`src/rtl/i2_router_pkg.sv`:
```
// rtl/i2_router_pkg.sv - shared flit type codes and read-controller state encoding
//
// Purpose : flit type-field definitions shared by the router FIFO read and
//           write controllers, plus the read-controller state type.
// Ports   : none (package).

package i2_router_pkg;

  localparam int FLIT_TYPE_W = 3;

  localparam logic [FLIT_TYPE_W-1:0] FLIT_HEAD = 3'b001;
  localparam logic [FLIT_TYPE_W-1:0] FLIT_TAIL = 3'b110;

  typedef enum logic {
    RD_IDLE = 1'b0,
    RD_PKT  = 1'b1
  } rd_state_t;

  function automatic logic is_head(input logic [FLIT_TYPE_W-1:0] flit_type);
    return flit_type == FLIT_HEAD;
  endfunction

  function automatic logic is_tail(input logic [FLIT_TYPE_W-1:0] flit_type);
    return flit_type == FLIT_TAIL;
  endfunction

endpackage

```
`src/rtl/i2_router_out_stage.sv`:
```
// rtl/i2_router_out_stage.sv - single-entry output staging register with accept logic
//
// Purpose : holds the flit currently offered downstream and decides when it
//           is taken, so the read controller knows when it may load again.
// Ports   : clk, rst_n            clock, async active-low reset
//           load, load_flit,      write a new flit into the stage and the
//           load_sel              port (0 = port1, 1 = port2) it targets
//           output_bussy1/2       downstream back-pressure per port
//           ready                 stage empty or its flit leaves this cycle
//           output_req1/2         flit offered on port1 / port2
//           output_flit           staged flit

module i2_router_out_stage #(
  parameter int DATA_W = 16
) (
  input  logic              clk,
  input  logic              rst_n,
  input  logic              load,
  input  logic [DATA_W-1:0] load_flit,
  input  logic              load_sel,
  input  logic              output_bussy1,
  input  logic              output_bussy2,
  output logic              ready,
  output logic              output_req1,
  output logic              output_req2,
  output logic [DATA_W-1:0] output_flit
);

  logic              out_valid;
  logic              out_sel;
  logic [DATA_W-1:0] out_flit;
  logic              accept;

  assign accept = out_valid && !(out_sel ? output_bussy2 : output_bussy1);
  assign ready  = !out_valid || accept;

  // A load may coincide with an accept; the load wins so throughput stays
  // at one flit per cycle.
  always_ff @(posedge clk or negedge rst_n) begin
    if (!rst_n) begin
      out_valid <= 1'b0;
      out_sel   <= 1'b0;
      out_flit  <= '0;
    end else if (load) begin
      out_valid <= 1'b1;
      out_sel   <= load_sel;
      out_flit  <= load_flit;
    end else if (accept) begin
      out_valid <= 1'b0;
    end
  end

  assign output_req1 = out_valid && !out_sel;
  assign output_req2 = out_valid && out_sel;
  assign output_flit = out_flit;

endmodule

```
`src/rtl/i2_router_fifo_rdctrl.sv`:
```
// rtl/i2_router_fifo_rdctrl.sv - router input FIFO read controller (packet framing and routing)
//
// Purpose : pops flits from a show-ahead FIFO, frames them into packets
//           (head..tail), routes each packet to port1 or port2 from the head
//           flit's destination bit and drops stray body/tail flits.
// Ports   : clk, rst_n            clock, async active-low reset
//           FIFO_empty, FIFO_dout FIFO status and head-of-FIFO flit
//           FIFO_rd               pop strobe (combinational, same cycle)
//           output_req1/2         flit offered on port1 / port2
//           output_flit           offered flit
//           output_bussy1/2       downstream back-pressure
//           drop_cnt              saturating drop counter (optional)
// Options : I2_ROUTER_RDCTRL_ERRCNT_EN adds the drop_cnt output.

module i2_router_fifo_rdctrl
  import i2_router_pkg::*;
#(
  parameter int DATA_W   = 16,
  parameter int DEST_BIT = 3
) (
  input  logic              clk,
  input  logic              rst_n,
  input  logic              FIFO_empty,
  input  logic [DATA_W-1:0] FIFO_dout,
  output logic              FIFO_rd,
  output logic              output_req1,
  output logic              output_req2,
  output logic [DATA_W-1:0] output_flit,
  input  logic              output_bussy1,
  input  logic              output_bussy2
`ifdef I2_ROUTER_RDCTRL_ERRCNT_EN
  ,
  output logic [7:0]        drop_cnt
`endif
);

  rd_state_t state;
  logic      port_q;
  logic      stage_ready;
  logic      top_head;
  logic      top_tail;
  logic      load;
  logic      load_sel;
  logic      discard;
  logic      miss;

  assign top_head = is_head(FIFO_dout[FLIT_TYPE_W-1:0]);
  assign top_tail = is_tail(FIFO_dout[FLIT_TYPE_W-1:0]);

  // rst_n gates the pop decision so nothing leaves the FIFO while reset is held.
  always_comb begin
    load     = 1'b0;
    discard  = 1'b0;
    miss     = 1'b0;
    load_sel = port_q;
    if (rst_n && !FIFO_empty) begin
      if (state == RD_IDLE) begin
        if (top_head) begin
          load     = stage_ready;
          load_sel = FIFO_dout[DEST_BIT];
        end else begin
          // Orphan body/tail: dropped without waiting on the stage.
          discard = 1'b1;
        end
      end else begin
        if (top_head) begin
          // Tail went missing: end this packet, leave the head for IDLE.
          miss = 1'b1;
        end else begin
          load = stage_ready;
        end
      end
    end
  end

  assign FIFO_rd = load || discard;

  always_ff @(posedge clk or negedge rst_n) begin
    if (!rst_n) begin
      state  <= RD_IDLE;
      port_q <= 1'b0;
    end else begin
      case (state)
        RD_IDLE: begin
          if (load) begin
            state  <= RD_PKT;
            port_q <= FIFO_dout[DEST_BIT];
          end
        end
        RD_PKT: begin
          if (miss || (load && top_tail)) begin
            state <= RD_IDLE;
          end
        end
        default: state <= RD_IDLE;
      endcase
    end
  end

  i2_router_out_stage #(
    .DATA_W(DATA_W)
  ) u_out_stage (
    .clk           (clk),
    .rst_n         (rst_n),
    .load          (load),
    .load_flit     (FIFO_dout),
    .load_sel      (load_sel),
    .output_bussy1 (output_bussy1),
    .output_bussy2 (output_bussy2),
    .ready         (stage_ready),
    .output_req1   (output_req1),
    .output_req2   (output_req2),
    .output_flit   (output_flit)
  );

`ifdef I2_ROUTER_RDCTRL_ERRCNT_EN
  always_ff @(posedge clk or negedge rst_n) begin
    if (!rst_n) begin
      drop_cnt <= 8'h00;
    end else if ((discard || miss) && (drop_cnt != 8'hFF)) begin
      drop_cnt <= drop_cnt + 8'd1;
    end
  end
`endif

endmodule
```
`config.mk`:
```
export PLATFORM = sky130hd
export DESIGN_NAME = i2_router_fifo_rdctrl
export DESIGN_NICKNAME = d
export VERILOG_FILES = /design/src/rtl/i2_router_pkg.sv /design/src/rtl/i2_router_out_stage.sv /design/src/rtl/i2_router_fifo_rdctrl.sv
export SDC_FILE = /design/constraint.sdc
export NUM_CORES = 1
export LEC_CHECK = 0
export CAP_MARGIN = 5
export CORE_MARGIN = 2
export CORE_UTILIZATION = 43
export DETAILED_ROUTE_END_ITERATION = 6
export PLACE_DENSITY = 0.82
export SLEW_MARGIN = 20
export SYNTH_ARGS = -nofsm -noshare
export SYNTH_HDL_FRONTEND = slang
export SYNTH_SLANG_ARGS = --single-unit
export TNS_END_PERCENT = 5
```
`constraint.sdc`:
```
create_clock -name clk -period 2.4 [get_ports clk]
set_input_delay 0.48 -clock clk [delete_from_list [all_inputs] [get_ports clk]]
set_output_delay 0.48 -clock clk [all_outputs]
set_load 0.02 [all_outputs]
```
== Word-level counts from Yosys, hierarchy flattened ==
Cells that the tools add are included.
Operators by class
  multiplexer cells: 19
  equal/unequal tests: 2
  bitwise gates (word level): 1
  reduce and logical (&&, ||, !) cells: 14
Operators by type and width (number)
  1-bit 2-to-1 mux: 18
  1-bit logical AND: 5
  1-bit zero test: 4
  3-bit by 1-bit equality test with 1-bit output (second input constant): 1
  3-bit equality test (second input constant): 1
  1-bit logical OR: 3
  1-bit case mux with 2 select lines: 1
  2-bit AND reduction: 1
  2-bit nonzero test: 1
  1-bit NOT: 1
Storage, ports and cells
  flip-flop bits (word level): 20

== Longest topological paths before layout ==
  depth after elaboration: 11
  depth in mapped cells: 5
  gate-level depth less buffers: 4

== Cells and area by module ==
A second synthesis with hierarchy kept.
Second synthesis, totals
  cell total of the unflattened synthesis: 64
  area, all modules: 937.1 sq um
By module, submodules not included
  i2_router_out_stage: cells an instance 42, area an instance 744.5 sq um, times used 1
  i2_router_fifo_rdctrl: cells an instance 22, area an instance 192.7 sq um, times used 1

== Least setup slack after synthesis ==
Ideal clock, no wire load.
  path type: input -> output
  start: in output_bussy2
  end: out FIFO_rd
  path slack: 566 ps
  data arrival time: 1354 ps
  buffers on the path: 0
  cell stages on the path: 4
  data required time: 1920 ps
  cell sequence: mux2i_1 nor2b_1 maj3_1 nor2_1
On the way
  word-level cells in the longest chain between the ends: 8
Ends and longest elaborated chain
  start: declaration: RTL line i2_router_fifo_rdctrl.sv:30  | input logic output_bussy2
  1-bit 2-to-1 mux *: RTL line i2_router_out_stage.sv:34  | assign accept = out_valid && !(out_sel ? output_bussy2 : output_bussy1);
  1-bit zero test *: RTL line i2_router_out_stage.sv:34
  1-bit logical AND *: RTL line i2_router_out_stage.sv:34
  1-bit logical OR *: RTL line i2_router_out_stage.sv:35  | assign ready = !out_valid || accept;
  1-bit 2-to-1 mux (on tied branches): RTL line i2_router_fifo_rdctrl.sv:58, i2_router_fifo_rdctrl.sv:66
  1-bit 2-to-1 mux *: RTL line i2_router_fifo_rdctrl.sv:57  | if (state == RD_IDLE) begin
  1-bit 2-to-1 mux *: RTL line i2_router_fifo_rdctrl.sv:56  | if (rst_n && !FIFO_empty) begin
  1-bit logical OR *: RTL line i2_router_fifo_rdctrl.sv:76  | assign FIFO_rd = load || discard;
  end: declaration: RTL line i2_router_fifo_rdctrl.sv:25  | output logic FIFO_rd,
Every way passes the cells marked *; elsewhere a longest branch is shown, timed or not.

== Worst setup path in the final report ==
Ends and elaborated chain as after synthesis.

==> results.sh <==
export IMPL_outcome="complete, no violations"
export IMPL_critPathMaxStageDelay_ps=420
export IMPL_yosysWarnings=0
export IMPL_routed_wl_um=2030
export IMPL_pwr_share_clk_pct=12.2
export IMPL_netlist_area_um2=903
export IMPL_ys_flop_type="dfrtp_1"
export IMPL_cts_tree="built"
export IMPL_hold_slack_ps=518
export IMPL_power_switching_uw=531
export IMPL_antenna_found_initial=0
export IMPL_r2r_start="u_out_stage.out_sel"
export IMPL_path_cells="clkdlybuf4s50_1 -> mux2i_1 -> nor2b_1 -> maj3_1 -> nor2_1 -> clkbuf_2"
export IMPL_cpMaxStageDelayCell="clkdlybuf4s50_1"
export IMPL_drtAntennaViolNets=0
export IMPL_track_usage_pct=17.8
export IMPL_root_buffer="clkbuf_4"
export IMPL_start_util_pct=46.0
export IMPL_clk_pin_slew_ps=110
export IMPL_dr_pass1_iters=3
export IMPL_vias=632
export IMPL_drive_gt1_share_pct=31.1
export IMPL_p_sw_share_pct=33.5
export IMPL_final_common_cell="clkdlybuf4s50_1"
export IMPL_min_period_over_period_pct=92.5
export IMPL_vias_per_cell=4.75
export IMPL_core_area_um2=1960
export IMPL_pwr_share_seq_pct=37.2
export IMPL_cts_setup_buffers=0
export IMPL_cp_max_fo=2
export IMPL_p_int_mw=1.05
export IMPL_worstMarginPinSlew_ps=329
export IMPL_relSlewSlack_pct=77.8
export IMPL_hold_class="flop to flop"
export IMPL_syn_inst=58
export IMPL_synth_top_area_share_pct=55.4
export IMPL_cap_viol_max_count=0
export IMPL_hold_viol=0
export IMPL_grt_pass1_wl_um=3270
export IMPL_clock_latency_ps=290
export IMPL_rrSetupSlack_ps=640
export IMPL_grt_start_max_net_pins=21
export IMPL_grt_pass1_vias=680
export IMPL_synthDistinctLibCells=18
export IMPL_syn_area_per_cell_um2=15.6
export IMPL_cts_sinks=20
export IMPL_achievable_frequency_mhz=450
export IMPL_num_antenna_cells=0
export IMPL_synth_fp_nets=79
export IMPL_p_leak_nw=0.590
export IMPL_row_count=16
export IMPL_dp_slack_ps=-252
export IMPL_grt_ovfl_total=0
export IMPL_peakVddDrop_v=0.000756
export IMPL_cts_buffers=3
export IMPL_synth_seq_cells=20
export IMPL_synth_area_top_cells="dfrtp_1 (55%), mux2_4 (15%), mux2_2 (12%)"
export IMPL_fp_dieH_um=49.8
export IMPL_synth_edff_count=0
export IMPL_io_pins=40
export IMPL_final_cell_mix="clkdlybuf4s50_1 (38), dfrtp_1 (20), mux2_2 (10)"
export IMPL_htree_levels=1
export IMPL_pwr_share_comb_pct=50.6
export IMPL_critPathLaunch="output_bussy2"
export IMPL_rsz0062_at_grt="false"
export IMPL_clk_path_buf_depth=2
export IMPL_synth_area_leader_cell="dfrtp_1"
export IMPL_power_density_nw_per_um2=1130
export IMPL_nFillCells=163
export IMPL_ys_async_sr_fraction_pct=100
export IMPL_seq_area_frac_synth_pct=55.4
export IMPL_wl_per_cell_um=15.2
export IMPL_port_buffers=39
export IMPL_dieArea_um2=2480
export IMPL_drc=0
export IMPL_setup_viol=0
export IMPL_worst_slack_ps=180
export IMPL_area_delta_synth_final_pct=54.6
export IMPL_startpoint_type="primary input"
export IMPL_hold_start="u_out_stage.output_flit[7]"
export IMPL_drv_slew=0
export IMPL_die_w_um=49.8
export IMPL_dr_first_iter_drc_count=4
export IMPL_skew_ps=2.43
export IMPL_critPathCaptureType="output pin"
export IMPL_fin_nets=128
export IMPL_hpwl_um=1610
export IMPL_cp_required_ps=1920
export IMPL_critPathKind="primary input to output pin"
export IMPL_final_core_util_pct=71.2
export IMPL_finalCriticalPeriod_ps=2220
export IMPL_gp_congestion=0.716
export IMPL_arrival_ps=1740
==> stage by stage <==
| stage | cells | cell area [um^2] | power, mW | setup TNS (ps) |
|---|---|---|---|---|
| after global placement | 129 | 1370 | 1.38 | -196 |
| after detailed placement | 129 | 1370 | 1.41 | -252 |
| final | 133 | 1400 | 1.58 | 0 |
| after floorplan | 58 | 903 | 1.01 | 0 |
| after global routing | 133 | 1400 | 1.66 | 0 |
| after CTS | 133 | 1400 | 1.60 | 0 |
==> Yosys cell counts, types with 2 or more instances <==
master	instances
nor2_1	2
mux2_4	9
nand3b_1	2
mux2_2	10
nor2b_1	3
dfrtp_1	20
==> sequential cells by signal (all words and copies together) (netlist names) <==
name	flops
u_out_stage.output_flit	16
state	1
u_out_stage.out_valid	1
port_q	1
u_out_stage.out_sel	1
==> metal layers <==
layer	GRT usage [%]	wire, um	part of all wire (%)	vias to the layer above
met5	0	0	0	-
met4	4.17	15	0.74	0
met3	2.73	51	2.5	2
met2	33.6	1150	57	12
met1	20.8	811	40	318
li1	-	-	-	300
==> cell type report <==
type                            count  area [um^2]  share of cell area (%)
Clock buffer                        4         36.3                    2.60
Multi-Input combinational cell     37          383                    27.4
Sequential cell                    20          500                    35.8
Tap cell                           27         33.8                    2.42
Timing Repair Buffer               45          443                    31.7
==> repair_timing <==
item,in CTS,in global routing
pin swaps,0,0
setup endpoints to repair,1,1
resized for setup,1,2
gates cloned,0,0
hold buffers,0,0
==> power by group through the flow <==
stage               clock network (mW)  registers (mW)  logic (mW)
floorplan                            0           0.753       0.254
global route                     0.211           0.611       0.841
CTS                              0.198           0.590       0.811
finish                           0.193           0.589       0.801
global placement                     0           0.583       0.793
detailed placement                   0           0.598       0.808
==> cells by family (layout without fill, tap and decap cells) <==
kind of cell             count (synthesis)  in the layout  share of synthesized area, %
multiplexers                            20             20                          28.5
AO/OA/AOI/OAI                            2              2                          1.52
XOR/XNOR                                 1              1                         0.970
buffers and inverters                    1             49                          2.22
AND/OR/NAND/NOR                         13             13                          10.3
flip-flops                              20             20                          55.4
adder cells (fa/ha/maj)                  1              1                          1.11
==> worst max-delay path, delay by kind of cell <==
kind / cells / cell delay, ps
buf+inv: 2 / 590
fa+ha+maj: 1 / 360
mux: 1 / 150
simple gates: 2 / 170
==> worst paths after layout <==
path | endpoint | depth (start not counted)
worst max register to register | u_out_stage.output_flit[9] | 6
worst max-delay path | FIFO_rd | 6
worst min-delay path | u_out_stage.output_flit[7] | 1
worst min register to register | u_out_stage.output_flit[7] | 1
max in group asynchronous | port_q | 2
min in group asynchronous | u_out_stage.output_flit[5] | 2
No activity file was read; power rests on OpenSTA's default activity.
